**src/rtl/uart_bus_regfile_if.sv**
```systemverilog
// Bridge-side bus of uart_bus_regfile: request/grant arbitration plus read/write strobes.
interface uart_bus_regfile_if;
   // Handshake: the master raises int_req and holds it; the slave raises int_gnt once the bus
   // is owned. int_write/int_read are single-cycle strobes accepted only while int_gnt is high.
   // int_rd_data is valid the cycle after an accepted read and held until the next accepted read.
   logic [15:0] int_address;
   logic [7:0]  int_wr_data;
   logic        int_write;
   logic        int_read;
   logic [7:0]  int_rd_data;
   logic        int_req;
   logic        int_gnt;

   modport master (
      output int_address, int_wr_data, int_write, int_read, int_req,
      input  int_rd_data, int_gnt
   );

   modport slave (
      input  int_address, int_wr_data, int_write, int_read, int_req,
      output int_rd_data, int_gnt
   );
endinterface

```
**src/rtl/uart_bus_regfile.sv**
```systemverilog
// Register file behind the UART-to-bus bridge: grant FSM, R/W registers, ID register, sticky error.
// Optional access counters at offsets NUM_REGS+1/+2 when UART_REGFILE_ACCESS_CNT_EN is defined.
module uart_bus_regfile #(
   parameter logic [15:0] BASE_ADDR = 16'h0000,
   parameter int          NUM_REGS  = 16,
   parameter int          GNT_DELAY = 2,
   parameter logic [7:0]  ID_VALUE  = 8'h5A
) (
   input  logic                  clock,
   input  logic                  reset,
   uart_bus_regfile_if.slave     bus,
   input  logic                  ext_busy,
   output logic [8*NUM_REGS-1:0] reg_out,
   output logic                  err_flag,
   output logic [1:0]            fsm_state
);

   typedef enum logic [1:0] {
      S_IDLE  = 2'd0,
      S_WAIT  = 2'd1,
      S_GRANT = 2'd2
   } state_t;

   localparam int         IW       = (NUM_REGS > 1) ? $clog2(NUM_REGS) : 1;
   localparam logic [3:0] DLY_LOAD = (GNT_DELAY == 0) ? 4'd0 : 4'(GNT_DELAY - 1);

   state_t                state, state_nx;
   logic [3:0]            dly, dly_nx;
   logic [8*NUM_REGS-1:0] reg_q;
   logic [7:0]            rd_q, rd_mux;
   logic                  err_q;
   logic [15:0]           offset;
   logic [IW-1:0]         idx;
   logic                  gnt, is_rw, is_id, rd_legal;
   logic                  wr_acc, rd_acc, id_clear, err_set;

   always_ff @(posedge clock or negedge reset) begin
      if (!reset) begin
         state <= S_IDLE;
         dly   <= 4'd0;
      end else begin
         state <= state_nx;
         dly   <= dly_nx;
      end
   end

   always_comb begin
      state_nx = state;
      dly_nx   = dly;
      case (state)
         S_IDLE: begin
            if (bus.int_req && !ext_busy) begin
               if (GNT_DELAY == 0) begin
                  state_nx = S_GRANT;
               end else begin
                  state_nx = S_WAIT;
                  dly_nx   = DLY_LOAD;
               end
            end
         end
         S_WAIT: begin
            // ext_busy freezes the countdown rather than restarting it
            if (!bus.int_req) begin
               state_nx = S_IDLE;
            end else if (!ext_busy) begin
               if (dly == 4'd0) state_nx = S_GRANT;
               else             dly_nx   = dly - 4'd1;
            end
         end
         S_GRANT: begin
            if (!bus.int_req) state_nx = S_IDLE;
         end
         default: state_nx = S_IDLE;
      endcase
   end

   assign gnt         = (state == S_GRANT);
   assign bus.int_gnt = gnt;
   assign fsm_state   = state;

   assign offset = bus.int_address - BASE_ADDR;
   assign idx    = offset[IW-1:0];
   assign is_rw  = (offset < 16'(NUM_REGS));
   assign is_id  = (offset == 16'(NUM_REGS));

`ifdef UART_REGFILE_ACCESS_CNT_EN
   logic [7:0] wcnt, rcnt;
   logic       is_wcnt, is_rcnt;

   assign is_wcnt  = (offset == 16'(NUM_REGS + 1));
   assign is_rcnt  = (offset == 16'(NUM_REGS + 2));
   assign rd_legal = is_rw || is_id || is_wcnt || is_rcnt;

   // Read-count increments after the read mux captured the old value
   always_ff @(posedge clock or negedge reset) begin
      if (!reset) begin
         wcnt <= 8'h00;
         rcnt <= 8'h00;
      end else if (id_clear) begin
         wcnt <= 8'h00;
         rcnt <= 8'h00;
      end else begin
         if (wr_acc && is_rw && (wcnt != 8'hFF))   wcnt <= wcnt + 8'd1;
         if (rd_acc && rd_legal && (rcnt != 8'hFF)) rcnt <= rcnt + 8'd1;
      end
   end
`else
   assign rd_legal = is_rw || is_id;
`endif

   assign wr_acc   = bus.int_write && gnt;
   assign rd_acc   = bus.int_read && gnt && !bus.int_write;
   assign id_clear = wr_acc && !bus.int_read && is_id && (bus.int_wr_data == 8'hFF);
   assign err_set  = ((bus.int_write || bus.int_read) && !gnt)
                   || (bus.int_write && bus.int_read)
                   || (wr_acc && !is_rw && !(is_id && (bus.int_wr_data == 8'hFF)))
                   || (rd_acc && !rd_legal);

   always_comb begin
      rd_mux = 8'h00;
      if (is_rw)      rd_mux = reg_q[{idx, 3'b000} +: 8];
      else if (is_id) rd_mux = ID_VALUE;
`ifdef UART_REGFILE_ACCESS_CNT_EN
      else if (is_wcnt) rd_mux = wcnt;
      else if (is_rcnt) rd_mux = rcnt;
`endif
   end

   always_ff @(posedge clock or negedge reset) begin
      if (!reset) begin
         reg_q <= '0;
         rd_q  <= 8'h00;
         err_q <= 1'b0;
      end else begin
         if (wr_acc && is_rw) reg_q[{idx, 3'b000} +: 8] <= bus.int_wr_data;
         if (rd_acc)          rd_q <= rd_mux;
         if (err_set)         err_q <= 1'b1;
         else if (id_clear)   err_q <= 1'b0;
      end
   end

   assign reg_out         = reg_q;
   assign err_flag        = err_q;
   assign bus.int_rd_data = rd_q;

endmodule

```
**src/flat_wrapper.sv**
```systemverilog
// flat-port wrapper written by rule: the top's interface ports become plain ports
module uart_bus_regfile_flat 
#(
   parameter logic [15:0] BASE_ADDR = 16'h0000,
   parameter int          NUM_REGS  = 16,
   parameter int          GNT_DELAY = 2,
   parameter logic [7:0]  ID_VALUE  = 8'h5A
)
  (clock, reset, ext_busy, reg_out, err_flag, fsm_state, bus_int_address, bus_int_wr_data, bus_int_write, bus_int_read, bus_int_req, bus_int_rd_data, bus_int_gnt);
  uart_bus_regfile_if bus_i ();
  input  logic clock;
  input  logic reset;
  input  logic ext_busy;
  output logic [8*NUM_REGS-1:0] reg_out;
  output logic err_flag;
  output logic [1:0] fsm_state;
  input wire logic [$bits(bus_i.int_address)-1:0] bus_int_address;
  input wire logic [$bits(bus_i.int_wr_data)-1:0] bus_int_wr_data;
  input wire logic [$bits(bus_i.int_write)-1:0] bus_int_write;
  input wire logic [$bits(bus_i.int_read)-1:0] bus_int_read;
  input wire logic [$bits(bus_i.int_req)-1:0] bus_int_req;
  output wire logic [$bits(bus_i.int_rd_data)-1:0] bus_int_rd_data;
  output wire logic [$bits(bus_i.int_gnt)-1:0] bus_int_gnt;
  assign bus_i.int_address = bus_int_address;
  assign bus_i.int_wr_data = bus_int_wr_data;
  assign bus_i.int_write = bus_int_write;
  assign bus_i.int_read = bus_int_read;
  assign bus_i.int_req = bus_int_req;
  assign bus_int_rd_data = bus_i.int_rd_data;
  assign bus_int_gnt = bus_i.int_gnt;
  uart_bus_regfile #(.BASE_ADDR(BASE_ADDR), .NUM_REGS(NUM_REGS), .GNT_DELAY(GNT_DELAY), .ID_VALUE(ID_VALUE)) u_core (.clock(clock), .reset(reset), .bus(bus_i), .ext_busy(ext_busy), .reg_out(reg_out), .err_flag(err_flag), .fsm_state(fsm_state));
endmodule
```
**config.mk**
```make
export PLATFORM = sky130hd
export DESIGN_NAME = uart_bus_regfile_flat
export DESIGN_NICKNAME = d
export VERILOG_FILES = /design/src/rtl/uart_bus_regfile_if.sv /design/src/rtl/uart_bus_regfile.sv /design/src/flat_wrapper.sv
export SDC_FILE = /design/constraint.sdc
export NUM_CORES = 1
export LEC_CHECK = 0
export CAP_MARGIN = 20
export CORE_MARGIN = 4
export CORE_UTILIZATION = 54
export DETAILED_ROUTE_END_ITERATION = 7
export PLACE_DENSITY = 0.86
export SYNTH_ARGS = -nofsm -noshare
export SYNTH_HDL_FRONTEND = slang
export SYNTH_SLANG_ARGS = --single-unit
```
**constraint.sdc**
```tcl
create_clock -name clock -period 4.8 [get_ports clock]
set_clock_uncertainty 0.2 [all_clocks]
set_input_delay 1.44 -clock clock [delete_from_list [all_inputs] [get_ports clock]]
set_output_delay 1.44 -clock clock [all_outputs]
set_load 0.02 [all_outputs]
```
### After elaboration in Yosys (flattened, before gate mapping)

Index checks and enable logic that the tools add are counted.

| word-level totals | value |
|---|---|
| bits in registers | 143 |
| bits of input ports | 30 |
| word-level logic and storage cells | 70 |

| operators by class | value |
|---|---|
| $add $sub $neg | 2 |
| magnitude comparators | 1 |
| eq/ne operators | 11 |
| shift operators | 3 |
| muxes and demuxes | 16 |
| reduce and logical (&&, ||, !) cells | 32 |

Operators with widths:

| kind | number |
|---|---|
| bitwise mux 128 bit | 1 |
| variable shift 8 x 9 -> 128 bit (first input constant) | 1 |
| indexed part select 128 x 8 -> 8 bit | 1 |
| indexed part select 8 x 9 -> 128 bit | 1 |
| equality test 16 x 5 -> 1 bit (second input constant) | 1 |
| less-than comparator 16 x 5 -> 1 bit (second input constant) | 1 |
| 2-to-1 mux 4 bit | 4 |
| logical AND 1 bit | 14 |
| 2-to-1 mux 2 bit | 5 |
| negator 7 -> 9 bit | 1 |
| equality test 8 bit (second input constant) | 1 |
| 2-to-1 mux 8 bit | 1 |
| != test 2 bit (second input constant) | 4 |
| case mux 4 bit (2 select lines) | 1 |
| zero test 1 bit | 7 |
| 2-to-1 mux 7 bit | 1 |
| case mux 2 bit (3 select lines) | 1 |
| logical OR 1 bit | 5 |
| AND reduction 5 bit | 1 |
| zero test 4 bit | 1 |
| AND reduction 4 bit | 1 |
| nonzero test 2 bit | 2 |
| subtractor 4 x 1 -> 4 bit (second input constant) | 1 |
| != test 3 x 2 -> 1 bit (second input constant) | 1 |
| 6 further kinds | 7 |

### Depth between registers and ports, before layout

Gate-level depths: netlist (run 1).

| logic depth | value |
|---|---|
| depth in word-level cells | 7 |
| mapped depth | 9 |
| gate-level depth less buffers | 6 |

### Worst setup path after synthesis (run 1)

Ideal clock, no wire load.

| timing | value |
|---|---|
| path type | input-to-reg |
| from | in bus_int_address[1] |
| to | reg u_core.reg_q[72], in the netlist u_core.reg_out[72] |
| setup time | 125 ps |
| data arrival time | 3449 ps |
| required time | 4475 ps |
| setup slack | 1026 ps |
| stages | 9 |
| buffers on the path | 4 |
| cells stage by stage | buf_6 buf_2 inv_1 ha_1 clkbuf_1 xnor2_1 buf_1 nand4_2 mux2_2 |

| between the ends | value |
|---|---|
| longest elaborated chain between the ends | 3 |

RTL lines:

| element | RTL line | text |
|---|---|---|
| start, declared | flat_wrapper.sv:17 | `input wire logic [$bits(bus_i.int_address)-1:0] bus_int_address;` |
| negator 7 -> 9 bit | uart_bus_regfile.sv:135 | `if (wr_acc && is_rw) reg_q[{idx, 3'b000} +: 8] <= bus.int_wr_data;` |
| indexed part select 8 x 9 -> 128 bit / variable shift 8 x 9 -> 128 bit (equally long branches) | uart_bus_regfile.sv:135 |  |
| bitwise mux 128 bit | uart_bus_regfile.sv:135 |  |
| end signal, assigned by index | uart_bus_regfile.sv:135 |  |
| end, declared | uart_bus_regfile.sv:29 | `logic [8*NUM_REGS-1:0] reg_q;` |

Parallel ways exist; a longest one is shown, timed or not.
A chain may end at the register's enable or synchronous reset.

### Worst setup path in the final report (run 1)

| timing | value |
|---|---|
| from | in bus_int_address[10] |
| to | reg u_core.reg_q[89], in the netlist u_core.reg_out[89] |

| between the ends | value |
|---|---|
| longest elaborated chain between the ends | 2 |

RTL lines:

| element | RTL line | text |
|---|---|---|
| less-than comparator 16 x 5 -> 1 bit | uart_bus_regfile.sv:83 | `assign is_rw = (offset < 16'(NUM_REGS));` |
| logical AND 1 bit | uart_bus_regfile.sv:135 |  |

Every way passes these cells.

==> flow_summary.toml, run 1 <==
[floorplan]
dieArea_um2 = 15400
die_x_um = 124
core_area_um2 = 13200
die_h_um = 124
rows = 42
start_util = 0.550
ios = 170

[synth]
avgSynthCellArea_um2 = 14.7
synthArstFlopShare = 1.00
syn-num-nets = 530
synth_edf_count = 0
synth_area_leader_cell = "dfrtp_1"
synthFlopType = "dfrtp_1"
ys_warn_count = 0
synth_area_um2 = 7250
synth_top_area_frac = 0.493
synth_cells = 495
synth.area.top_cells = "dfrtp_1 (49%), mux2_2 (21%), mux4_2 (9.9%), nand4_4 (2.9%), mux2i_1 (2.2%)"
synth.most_common_cell = "dfrtp_1"
synth_seq_cells = 143
ys_seq_area_frac = 0.493
synthDistinctLibCells = 50
synthTopCellsByCount = "dfrtp_1 (143), mux2_2 (136), mux4_2 (32)"

[critical_path]
worstSetupStartpointType = "input port"
worst-path-buf-inv = 2
cp.arrival_ns = 4.01
criticalPathCategory = "in -> reg"
slowest_stage = "nor4_1"
worstPathRequired_ns = 4.91
critical-path-top-delay-family = "simple AND/OR/NAND/NOR gates"
path_max_fanout = 15
r2r_slack_ns = 2.21
rr_endpoint = "u_core.reg_out[89]$_DFFE_PN0P_"
crit_path_end_kind = "flip-flop"
reg2reg_depth = 5
worstPathCellList = "clkdlybuf4s50_1, nor4_1, and4b_1, buf_4, nand4_2, mux2_2"
r2r_start = "u_core.fsm_state[0]$_DFFE_PN0P_"
slowest_delay_ns = 0.58

[route]
routed_wl_um = 20600
drc_errors = 0
drtIter0Drc = 340
via_per_inst = 6.13
wl_per_cell_um = 24.2
drtPass1Iterations = 5
ant_nets = 0
vias = 5220

[outcome]
outcome = "completed"

[timing]
setup_violations = 0
hold_viol_final = 0
fmax_mhz = 256
fin_tns_setup_ns = 0
holdWs_ns = 0.279
slew_headroom = 0.410
period_share = 0.813
rsz0062_at_grt = "false"
max_slew.worst_pin.slew_ns = 0.880
maxSlewViolCount = 0
setup_ws_ns = 0.899
min_period_ns = 3.90

[job]
cap_viol_max_count = 0

[cts]
cts.path.max_buffers = 2
cts_resized = 0
clock-sinks = 143
cts_tree = "built"
clkLatencyLatePin_ns = 0.42
hold_buffers = 0
cts_made_buffers = 17
root_buffer = "clkbuf_16"
post-cts-setup-buffers = 0
h-tree-depth = 4
cts.reportedPaths.clkPinSlew_ns = 0.06

[placement]
dp_hpwl_um = 14700
place_area_um2 = 9090
io_buffers = 169
pre_cts_slack_ns = 0.508
gp_congestion = 0.828
dp_cells = 820

[final_layout]
synthToLayoutAreaGrowth_pct = 33.5
drive_above_1_share = 0.359
nFillCells = 805
final_area_um2 = 9680
fin_cells = 852
fin_nets = 698
antenna_cells = 0

[min_path]
min-delay-start = "u_core.bus.int_rd_data[2]$_DFFE_PN0P_"
hp-class = "reg -> reg"
holdPathEnd = "u_core.bus.int_rd_data[2]$_DFFE_PN0P_"
holdPathStages = 2

[pwr]
cellPowerDensity_nw_per_um2 = 286
max-vdd-ir-drop_mv = 0.282
power_leakage_uw = 0.00439

[global_route]
grt_pass1_wl_um = 31500
grt_pass1_vias = 5406
overflow = 0
grt_max_degree = 77
antenna_found_initial = 0
grt_use_total = 0.280
## cells in the final DEF (no fill, tap or decap), types with 10 or more instances in the layout
cell	count
dfrtp_1	143
clkdlybuf4s50_1	166
nand2_1	11
buf_4	11
mux4_2	32
mux2_2	136
mux2i_1	16
nand4_4	10
clkbuf_16	17
nor2b_1	18
## layer usage
metal,part of all wire,vias to the layer above,GRT usage
met5,0,-,0
met4,0.024,0,0.0999
met3,0.078,39,0.0699
met2,0.50,258,0.454
met1,0.40,2717,0.369
li1,-,2206,-
## flip-flops by register name, indices dropped and copies added, names as in the netlist
| register | flops |
|---|---|
| u_core.err_flag | 1 |
| u_core.dly | 4 |
| u_core.reg_out | 128 |
| u_core.bus.int_rd_data | 8 |
| u_core.fsm_state | 2 |
## area by class of cell
cell class | instances | area [µm²] | share of cell area
repair buffers | 180 | 1770 | 0.182
well taps | 176 | 220 | 0.0227
clock inverters | 12 | 134 | 0.0138
flip-flops and latches | 143 | 3580 | 0.370
inverters | 6 | 22.5 | 0.00233
clock buffers | 20 | 457 | 0.0472
multi-input cells | 315 | 3510 | 0.362
## through the flow
stage | power [µW] | util
global placement | 1470 | 0.689
floorplan | 1380 | -
detailed placement | 1480 | 0.689
global route | 2850 | 0.734
finish | 2770 | 0.734
CTS | 2770 | 0.734
## report_power, final
group / internal (µW) / switching, µW / total [µW]
Sequential: 1220 / 14.9 / 1230
Clock: 796 / 515 / 1310
Combinational: 84.3 / 140 / 224
## worst max-delay path by stage
stage,to,depth (start not counted),startpoint
3_5_place_dp,u_core.reg_out[90]$_DFFE_PN0P_,6,bus_int_address[10]
4_1_cts,u_core.reg_out[89]$_DFFE_PN0P_,6,bus_int_address[10]
5_1_grt,u_core.reg_out[90]$_DFFE_PN0P_,6,bus_int_address[10]
2_1_floorplan,u_core.reg_out[72]$_DFFE_PN0P_,9,bus_int_address[1]
6_report,u_core.reg_out[89]$_DFFE_PN0P_,6,bus_int_address[10]
3_3_place_gp,u_core.reg_out[90]$_DFFE_PN0P_,6,bus_int_address[10]
## cell families after synthesis
group / share of synthesized area
AO/OA/AOI/OAI: 0.0233
XOR/XNOR: 0.00725
adder cells (fa/ha/maj): 0.00862
buffers and inverters: 0.0254
flip-flops: 0.493
multiplexers: 0.333
AND/OR/NAND/NOR: 0.110
## worst reg2reg max path, stage by stage, from the launching register on
cell,delay [ns]
dfrtp_1,0.47
nand3b_1,0.24
and4b_1,0.28
buf_4,0.34
nand4_2,0.50
mux2_2,0.45
Power figures use the tool's default switching activity.
==> run 2: changes to the inputs <==
--- a/config.mk
+++ b/config.mk
@@ -7,9 +7,9 @@
 export LEC_CHECK = 0
 export CAP_MARGIN = 20
 export CORE_MARGIN = 4
-export CORE_UTILIZATION = 54
+export CORE_UTILIZATION = 46
 export DETAILED_ROUTE_END_ITERATION = 7
-export PLACE_DENSITY = 0.86
+export PLACE_DENSITY = 0.78
 export SYNTH_ARGS = -nofsm -noshare
 export SYNTH_HDL_FRONTEND = slang
 export SYNTH_SLANG_ARGS = --single-unit
==> constraint.sdc (replaced) <==
create_clock -name clock -period 3.3 [get_ports clock]
set_clock_uncertainty 0.2 [all_clocks]
set_input_delay 0.99 -clock clock [delete_from_list [all_inputs] [get_ports clock]]
set_output_delay 0.99 -clock clock [all_outputs]
set_load 0.02 [all_outputs]
==> flow_summary.toml, run 2 (synthesis results as in run 1) <==
[outcome]
outcome = "completed"

[timing]
slew_headroom = 0.407
max_slew.worst_pin.slew_ns = 0.886
setup_violations = 0
hold_viol_final = 0
period_share = 0.922
fmax_mhz = 329
fin_tns_setup_ns = 0
min_period_ns = 3.04
maxSlewViolCount = 0
rsz0062_at_grt = "false"
holdWs_ns = 0.306

[critical_path]
crit_path_end_kind = "flip-flop"
criticalPathCategory = "in -> reg"
worst-path-buf-inv = 2
path_depth = 6
path_max_fanout = 8
worstSetupStartpointType = "input port"
cp.arrival_ns = 3.15
r2r_slack_ns = 1.04
slowest_stage = "xnor2_2"
reg2reg_depth = 6
slowest_delay_ns = 0.69
worstPathCellList = "clkdlybuf4s50_1, buf_4, nor3_4, xnor2_2, nand4_4, mux2_2"
critical-path-top-delay-family = "buffers and inverters"
worstPathRequired_ns = 3.41

[pwr]
max-vdd-ir-drop_mv = 0.480
cellPowerDensity_nw_per_um2 = 398
power_leakage_uw = 0.00457

[final_layout]
largest_reg_flops = 128
synthToLayoutAreaGrowth_pct = 38.6
final_util = 0.656
mostFrequentLayoutCell = "clkdlybuf4s50_1"
drive_above_1_share = 0.391
mostFrequentLayoutCells = "clkdlybuf4s50_1 (166), dfrtp_1 (143), mux2_2 (136), buf_4 (36), mux4_2 (32)"
nFillCells = 1134
fin_cells = 920
multi_input_area_um2 = 3520
fin_nets = 730
regArea_um2 = 3580

[cts]
cts_resized = 0
clock-sinks = 143
cts.reportedPaths.clkPinSlew_ns = 0.07
hold_buffers = 0
h-tree-depth = 4
post-cts-setup-buffers = 0
cts_tree = "built"
cts.path.max_buffers = 2
clkLatencyLatePin_ns = 0.43
root_buffer = "clkbuf_16"
cts_made_buffers = 17

[route]
routed_wl_um = 20700
wl_per_cell_um = 22.5
via_per_inst = 5.57
vias = 5124
drtPass1Iterations = 4
drc_errors = 0
drtIter0Drc = 372
ant_nets = 0

[placement]
dp_cells = 887
gp_congestion = 0.848
io_buffers = 169
dp_hpwl_um = 15400

[min_path]
hp-class = "reg -> reg"
holdPathStages = 2

[global_route]
overflow = 0
grt_pass1_wl_um = 33200
antenna_found_initial = 1
grt_pass1_vias = 5621
grt_max_degree = 70
grt_use_total = 0.244

[floorplan]
core_area_um2 = 15300
dieArea_um2 = 17800
start_util = 0.474
die_h_um = 134
die_x_um = 134
ios = 170
rows = 45

[job]
cap_viol_max_count = 0
==> run 2: cell types whose count changed in the layout (fill, tap and decap cells not counted), sizes merged <==
| cell | previous run | this run |
|---|---|---|
| inv | 9 | 13 |
| buf | 14 | 46 |
| diode | 0 | 1 |
| bufinv | 2 | 0 |
| clkinv | 5 | 6 |
| clkbuf | 20 | 17 |
==> run 2: final cells by class <==
type                    instances  share of cell area
clock inverters                15              0.0151
flip-flops and latches        143               0.356
multi-input cells             315               0.350
clock buffers                  17              0.0423
well taps                     211              0.0263
inverters                       6             0.00224
repair buffers                212               0.208
diodes                          1            0.000249
==> run 2: stage by stage <==
stage	worst slack [ns]	cell area, µm²	total power, µW
after global routing	0.193	10100	4150
after floorplan	0.0641	7270	2020
after global placement	-0.114	9470	2170
after detailed placement	-0.166	9470	2190
after CTS	0.264	10100	4030
final	0.257	10100	4000
==> run 2: worst register-to-register path, stage by stage, from the launching register on <==
cell and delay [ns]:
dfrtp_1 0.49, nand3b_1 0.25, and4b_1 0.34, buf_12 0.21, nand4_2 0.16, buf_4 0.23, mux2_2 0.28
==> run 2: routing by layer <==
layer	track usage	vias to the layer above	part of all wire	wire length [µm]
li1	-	2271	-	-
met1	0.318	2649	0.41	8560
met2	0.407	185	0.51	10600
met3	0.0650	19	0.063	1300
met4	0.0623	0	0.012	242
met5	0	-	0	0
==> run 2: path summary, 6_finish.rpt <==
| path | start | endpoint |
|---|---|---|
| max in group asynchronous | reset | u_core.reg_out[0]$_DFFE_PN0P_ |
| min | u_core.bus.int_rd_data[5]$_DFFE_PN0P_ | u_core.bus.int_rd_data[5]$_DFFE_PN0P_ |
| max reg2reg | u_core.fsm_state[0]$_DFFE_PN0P_ | u_core.reg_out[91]$_DFFE_PN0P_ |
| min in group asynchronous | reset | u_core.reg_out[92]$_DFFE_PN0P_ |
| min reg2reg | u_core.bus.int_rd_data[5]$_DFFE_PN0P_ | u_core.bus.int_rd_data[5]$_DFFE_PN0P_ |
| max | bus_int_address[0] | u_core.reg_out[25]$_DFFE_PN0P_ |
==> run 2: report_power, final <==
group / switching (µW) / internal, µW
registers: 23.3 / 1770
logic: 210 / 153
clock network: 842 / 1000
